File: config.mk
export PLATFORM = sky130hd
export DESIGN_NAME = env_multiplier_flat
export DESIGN_NICKNAME = d
export VERILOG_FILES = /design/src/rtl/env_multiplier_if.sv /design/src/rtl/env_multiplier.sv /design/src/flat_wrapper.sv
export SDC_FILE = /design/constraint.sdc
export NUM_CORES = 1
export LEC_CHECK = 0
export ABC_AREA = 1
export CAP_MARGIN = 10
export CORE_MARGIN = 2
export CORE_UTILIZATION = 45
export CTS_CLUSTER_DIAMETER = 120
export DETAILED_ROUTE_END_ITERATION = 12
export DONT_BUFFER_PORTS = 1
export PLACE_DENSITY = 0.58
export REMOVE_ABC_BUFFERS = 1
export SLEW_MARGIN = 20
export SYNTH_ARGS = -nofsm -noshare
export SYNTH_HDL_FRONTEND = slang
export SYNTH_SLANG_ARGS = --single-unit
File: constraint.sdc
create_clock -name clk_i -period 2.8 [get_ports clk_i]
set_input_delay 0.56 -clock clk_i [delete_from_list [all_inputs] [get_ports clk_i]]
set_output_delay 0.56 -clock clk_i [all_outputs]
set_load 0.02 [all_outputs]
File: src/rtl/env_multiplier_if.sv
// Multiply handshake between the envelope generator (master) and the
// shift-add voice multiplier (slave), plus the frame mix result.
interface env_multiplier_if;
    logic               start_i;
    logic [1:0]         voice_idx_i;
    logic signed [11:0] wave_i;
    logic [7:0]         env_i;
    logic               ready_o;
    logic signed [11:0] prod_o;
    logic signed [13:0] mix_o;
    logic               mix_valid_o;

    modport master (
        output start_i, voice_idx_i, wave_i, env_i,
        input  ready_o, prod_o, mix_o, mix_valid_o
    );

    modport slave (
        input  start_i, voice_idx_i, wave_i, env_i,
        output ready_o, prod_o, mix_o, mix_valid_o
    );
endinterface

File: src/rtl/env_multiplier.sv
// Sequential shift-add multiplier: signed 12-bit wave x unsigned 8-bit envelope,
// scaled by 1/256, with per-frame accumulation of voices 0..2 into a mix word.
module env_multiplier (
    input  logic             clk_i,
    input  logic             rst_ni,
    env_multiplier_if.slave  bus
);

    typedef enum logic [1:0] {IDLE, CALC, DONE} state_e;

    state_e             state_q, state_d;
    logic signed [19:0] wave_q;
    logic signed [19:0] acc_q;
    logic [7:0]         env_q;
    logic [1:0]         voice_q;
    logic [2:0]         cnt_q;
    logic signed [11:0] prod_q;
    logic signed [13:0] mix_acc_q;
    logic signed [13:0] mix_q;
    logic               mix_valid_q;

    logic signed [11:0] prod_new;
    logic signed [13:0] prod_ext;
    logic signed [13:0] mix_sum;

    // NOTE: next-state defaults to the current state first, so no path leaves
    // state_d unassigned and no latch is inferred.
    always_comb begin
        state_d = state_q;
        case (state_q)
            IDLE:    if (bus.start_i) state_d = CALC;
            CALC:    if (cnt_q == 3'd7) state_d = DONE;
            DONE:    state_d = IDLE;
            default: state_d = IDLE;
        endcase
    end

    // Arithmetic shift by 8 is just the top 12 bits of the 20-bit product.
    assign prod_new = acc_q[19:8];
    assign prod_ext = {{2{prod_new[11]}}, prod_new};
    assign mix_sum  = (voice_q == 2'd0) ? prod_ext : mix_acc_q + prod_ext;

    // NOTE: all state here is sequential and uses non-blocking assignments so
    // every register samples the pre-edge values of the others.
    always_ff @(posedge clk_i or negedge rst_ni) begin
        if (!rst_ni) begin
            state_q <= IDLE;
        end else begin
            state_q <= state_d;
        end
    end

    always_ff @(posedge clk_i or negedge rst_ni) begin
        if (!rst_ni) begin
            wave_q      <= '0;
            acc_q       <= '0;
            env_q       <= '0;
            voice_q     <= '0;
            cnt_q       <= '0;
            prod_q      <= '0;
            mix_acc_q   <= '0;
            mix_q       <= '0;
            mix_valid_q <= 1'b0;
        end else begin
            mix_valid_q <= 1'b0;
            case (state_q)
                IDLE: begin
                    if (bus.start_i) begin
                        wave_q  <= {{8{bus.wave_i[11]}}, bus.wave_i};
                        env_q   <= bus.env_i;
                        voice_q <= bus.voice_idx_i;
                        acc_q   <= '0;
                        cnt_q   <= '0;
                    end
                end
                CALC: begin
                    if (env_q[cnt_q]) begin
                        acc_q <= acc_q + (wave_q <<< cnt_q);
                    end
                    cnt_q <= cnt_q + 3'd1;
                end
                DONE: begin
                    prod_q <= prod_new;
                    // Voice 3 produces a result but never touches the frame mix.
                    if (voice_q != 2'd3) begin
                        mix_acc_q <= mix_sum;
                    end
                    if (voice_q == 2'd2) begin
                        mix_q       <= mix_sum;
                        mix_valid_q <= 1'b1;
                    end
                end
                default: ;
            endcase
        end
    end

    assign bus.ready_o     = (state_q == DONE);
    assign bus.prod_o      = prod_q;
    assign bus.mix_o       = mix_q;
    assign bus.mix_valid_o = mix_valid_q;

endmodule

File: src/flat_wrapper.sv
// flat-port wrapper written by rule: the top's interface ports become plain ports
module env_multiplier_flat 
  (clk_i, rst_ni, bus_start_i, bus_voice_idx_i, bus_wave_i, bus_env_i, bus_ready_o, bus_prod_o, bus_mix_o, bus_mix_valid_o);
  env_multiplier_if bus_i ();
  input  logic clk_i;
  input  logic rst_ni;
  input wire logic [$bits(bus_i.start_i)-1:0] bus_start_i;
  input wire logic [$bits(bus_i.voice_idx_i)-1:0] bus_voice_idx_i;
  input wire logic [$bits(bus_i.wave_i)-1:0] bus_wave_i;
  input wire logic [$bits(bus_i.env_i)-1:0] bus_env_i;
  output wire logic [$bits(bus_i.ready_o)-1:0] bus_ready_o;
  output wire logic [$bits(bus_i.prod_o)-1:0] bus_prod_o;
  output wire logic [$bits(bus_i.mix_o)-1:0] bus_mix_o;
  output wire logic [$bits(bus_i.mix_valid_o)-1:0] bus_mix_valid_o;
  assign bus_i.start_i = bus_start_i;
  assign bus_i.voice_idx_i = bus_voice_idx_i;
  assign bus_i.wave_i = bus_wave_i;
  assign bus_i.env_i = bus_env_i;
  assign bus_ready_o = bus_i.ready_o;
  assign bus_prod_o = bus_i.prod_o;
  assign bus_mix_o = bus_i.mix_o;
  assign bus_mix_valid_o = bus_i.mix_valid_o;
  env_multiplier u_core (.clk_i(clk_i), .rst_ni(rst_ni), .bus(bus_i));
endmodule
[Word-level counts from Yosys, hierarchy flattened]
Index checks and enable logic that the tools add are counted.
Storage, ports and cells
  flip-flop bits (word level): 88
  latch bits: 0
  RAM bits: 0
  bits in read-only memories: 0
  output and inout bits: 28
  memories kept: 0
Cells by class
  add/sub/neg operators: 3
  $mul: 0
  div/mod/pow operators: 0
  order comparisons: 1
  eq/ne operators: 8
  shift-type cells: 1
  mux-type cells: 13
  bitwise gates (word level): 0
  reduce and logical (&&, ||, !) cells: 9
Operators with widths (count)
  $mux 20: 2
  $pmux 20 s2: 1
  $add 20x20->20: 1
  $sshl 12x3->20: 1
  $add 14x12->14: 1
  $mux 14: 1
  $reduce_and 2->1: 5
  $pmux 3 s2: 1
  $eq 2x2->1 const B: 2
  $logic_not 2->1: 2
  $lt 3x4->1 const B: 1
  $mux 2: 2
  $ne 2x1->1 const B: 2
  $ne 2x2->1 const B: 2
  $pmux 2 s2: 1
  $add 3x1->3 const B: 1
  $bmux 1 s3: 1
  $eq 3x3->1 const B: 1
  $mux 1: 3
  $mux 3: 1
  $reduce_and 3->1: 1
  $eq 2x1->1 const B: 1
  $reduce_bool 2->1: 1

[Depth between registers and ports, before layout]
  depth after elaboration: 4
  gate-level depth with buffers: 19

[Worst setup path after synthesis]
Ideal clock, no wire load.
  path kind: flip-flop to flip-flop
  start point: register u_core.cnt_q[0]
  end point: register u_core.acc_q[19]
  data arrival time: 2.214 ns
  setup slack: 0.468 ns
  stages on the path, launching flop included: 16
  clock period less this slack: 2.332 ns
  cells stage by stage: dfrtp_1 > buf_6 > buf_2 > nand2_1 > o21ai_0 > o21ai_0 > mux2i_1 > ha_1 > nand2_1 > nor2_1 > a21boi_0 > o21ai_0 > nand3_1 > nand2_1 > nand3_1 > nand2_1
On the way
  cells in the longest elaborated chain, start to end: 4
  elaborated cells between the ends (all ways): 8
RTL lines
  from (decl): line env_multiplier.sv:16  | logic [2:0] cnt_q;
  from (signal assigned): line env_multiplier.sv:80  | cnt_q <= cnt_q + 3'd1;
  $sshl 12x3->20 or $bmux 1 s3 (tied branches): line env_multiplier.sv:78, env_multiplier.sv:77
  $add 20x20->20 or $mux 1 (tied branches): line env_multiplier.sv:78, env_multiplier.sv:77
  $mux 20 or $ne 2x1->1 (tied branches)
  $pmux 20 s2 or $reduce_and 3->1 (tied branches)
  to (signal assigned): line env_multiplier.sv:78  | acc_q <= acc_q + (wave_q <<< cnt_q);
  to (decl): line env_multiplier.sv:13  | logic signed [19:0] acc_q;
Several ways; a longest one is shown, not always the timed one. The select of a mux whose other input is x is not followed.
A chain may end at the register's enable or synchronous reset.

[Worst setup path in the final report]
Ends and elaborated chain as after synthesis.

==> reports/results.tsv <==
metric	value	unit
tritoncts	built	
min_period	2.604	ns
cts_sinks	88	
synth_edf_count	0	
final_common_cell	nand2_1	
fin_nets	887	
gr-total-overflow	0	
crit_path_max_incr_delay	0.40	ns
hold_path_class	primary input to async pin	
syn_avg_cell_area	7.034	µm²
ys_ff_latch	88	
cts_buffer_depth	2	
hold_violations	0	
drt-met1-wl	6.606	mm
syn_area	5782	µm²
finalSetupViolCount	0	
ys_warn_count	0	
start_util	0.4600	
vias	5158	
viasPerCell	5.143	
route.detailed.drc	0	
ys.flop_type	dfrtp_1	
ys_types	43	
die_w	117.4	µm
dieArea	13770	µm²
ctsHtreeMaxLevel	3	
path_cells	buf_4 -> o21ai_0 -> nand2_1 -> o21ai_0 -> o21ai_0 -> ha_1 -> nand2_1 -> nor2_2 -> a21boi_0 -> o21ai_1 -> nand3_1 -> nand2_1 -> nand3_1 -> nand2_1	
root_buffer	clkbuf_16	
end_kind	register	
place_congestion	0.9504	
cp.required	3.04	ns
drv_cap	0	
path_class	register to register	
rsz0062_at_grt	true	
async_reset_ff_frac	1.000	
tightest_slew	0.7632	ns
layout-drive-gt1-share	0.06378	
die_h	117.4	µm
io-pin-count	53	
diodes	0	
post-dp-hpwl	11.09	mm
finalWirelength	14.52	mm
row_count	41	
grt_pass1_vias	5044	
wl_per_cell	14.47	µm
drv_slew	0	
first_iter_violations	344	
layout_common_cells	nand2_1, dfrtp_1, inv_1	
route.met3.wl	516	µm
fin_ws	0.1964	ns
port_buffers	0	
drtPass1Iterations	6	
ant_nets	0	
path_common_cell	nand2_1	
top_layer	met4	
crit_path_start_kind	register	
seq_area_frac_synth	0.3809	
critPathSlowestCell	dfrtp_1	
core_region_area	12570	µm²
path_clk_slew	0.07	ns
cts_buffers	9	
grt_max_degree	89	
slew_headroom	0.4906	
finClkSkew	0.005494	ns
grt_pass1_wl	24.87	mm
antenna_found_initial	0	
fmax	384.1	MHz
synth_cells	822	
path_max_fanout	14	
crit_arrival	2.85	ns
syn2layout_area_growth	9.327	%
worstSkewPairLatency	0.36	ns
track_usage	0.2230	
wl_met2	7.139	mm
timing.final.crit_share	0.9299	
outcome	finished clean	
place_ws	0.1055	ns
cell families (layout without fill, tap and decap cells):
logic type | after synthesis | after routing | synth area share
DFF | 88 | 88 | 0.3809
muxes | 2 | 2 | 0.003463
AOI/OAI and AO/OA | 136 | 136 | 0.1264
buffers and inverters | 100 | 109 | 0.07184
adders and majority gates | 36 | 36 | 0.08050
and+or+nand+nor | 451 | 451 | 0.3233
xor gates and xnor gates | 9 | 9 | 0.01363
final cells by class:
class,count,area [µm²]
Clock buffer,10,239.0
Clock inverter,6,50.05
Fill cell,1310,6247
Inverter,78,300.3
Multi-Input combinational cell,634,3182
Sequential cell,88,2202
Tap cell,172,215.2
Timing Repair Buffer,15,132.6
stage by stage:
step | util | std cells | hold slack (ns) | setup TNS, ns | instance area (µm²)
3_5_place_dp | 0.4734 | 981 | 0.2663 | 0 | 5949
3_3_place_gp | 0.4734 | 981 | 0.2662 | 0 | 5949
6_report | 0.5029 | 1003 | 0.08371 | 0 | 6321
5_1_grt | 0.5029 | 1003 | 0.1321 | -0.04589 | 6321
4_1_cts | 0.4986 | 998 | 0.1367 | 0 | 6266
2_1_floorplan | - | 800 | 0.2644 | 0 | 5667
final timing paths:
kind / from / endpoint / slack (ns) / cells after the start
worst max-delay path: u_core.cnt_q[0] / u_core.acc_q[19] / 0.20 / 14
worst min-delay path: rst_ni / u_core.mix_acc_q[12] / 0.08 / 1
worst max register to register: u_core.cnt_q[0] / u_core.acc_q[19] / 0.20 / 14
worst min register to register: u_core.env_q[4] / u_core.env_q[4] / 0.48 / 2
max in group asynchronous: rst_ni / u_core.voice_q[1] / 2.34 / 1
min in group clk_i: bus_env_i[6] / u_core.env_q[6] / 0.31 / 2
worst max-delay path: cells and delay by family (launching register included):
family | cells | cell delay, ns
compound gates | 5 | 0.87
fa+ha+maj | 1 | 0.37
buf+inv | 1 | 0.18
flops | 1 | 0.40
simple gates | 7 | 0.68
flip-flops by register name (all words and copies together) (netlist names):
signal,cells
u_core.acc_q,20
u_core.bus.mix_valid_o,1
u_core.state_q,2
u_core.bus.prod_o,12
u_core.cnt_q,3
u_core.mix_acc_q,14
u_core.voice_q,2
u_core.env_q,8
u_core.wave_q,12
u_core.bus.mix_o,14
Yosys cell counts, types with 2 or more instances:
master | count | area [µm²]
xnor2_1 | 5 | 43.79
nand3b_1 | 2 | 15.01
nor2_1 | 51 | 191.4
mux2i_1 | 2 | 20.02
inv_1 | 73 | 274.0
xor2_1 | 4 | 35.03
a21boi_0 | 4 | 30.03
a21oi_2 | 2 | 17.52
dfrtp_1 | 88 | 2202
inv_2 | 3 | 11.26
nor3_1 | 4 | 20.02
nand2_2 | 2 | 12.51
o211ai_1 | 2 | 15.01
a31oi_1 | 2 | 12.51
and2_1 | 3 | 18.77
nand3_1 | 56 | 280.3
nand4_1 | 8 | 50.05
ha_1 | 34 | 425.4
clkbuf_1 | 10 | 37.54
fa_1 | 2 | 40.04
nand2_1 | 318 | 1194
o21ai_0 | 79 | 395.4
buf_2 | 8 | 40.04
a21o_1 | 4 | 30.03
a21oi_1 | 36 | 180.2
o21ai_1 | 3 | 15.01
layer usage:
metal  GRT usage  vias to the layer above
li1            -                     2660
met1      0.2864                     2380
met2      0.3918                      101
met3     0.03064                       17
met4     0.06476                        0
met5           0                        -
what timing repair did:
| item | 4_1_cts | 5_1_grt |
|---|---|---|
| gates resized for setup | 0 | 16 |
| endpoints found under the hold margin | 88 | 0 |
| endpoints found under the setup margin | 0 | 14 |
| buffers inserted | 0 | 5 |
| hold buffers | 1 | 0 |
Power is not shown: default switching activity piles up to over one toggle a cycle in this logic, so the estimate is an artifact.
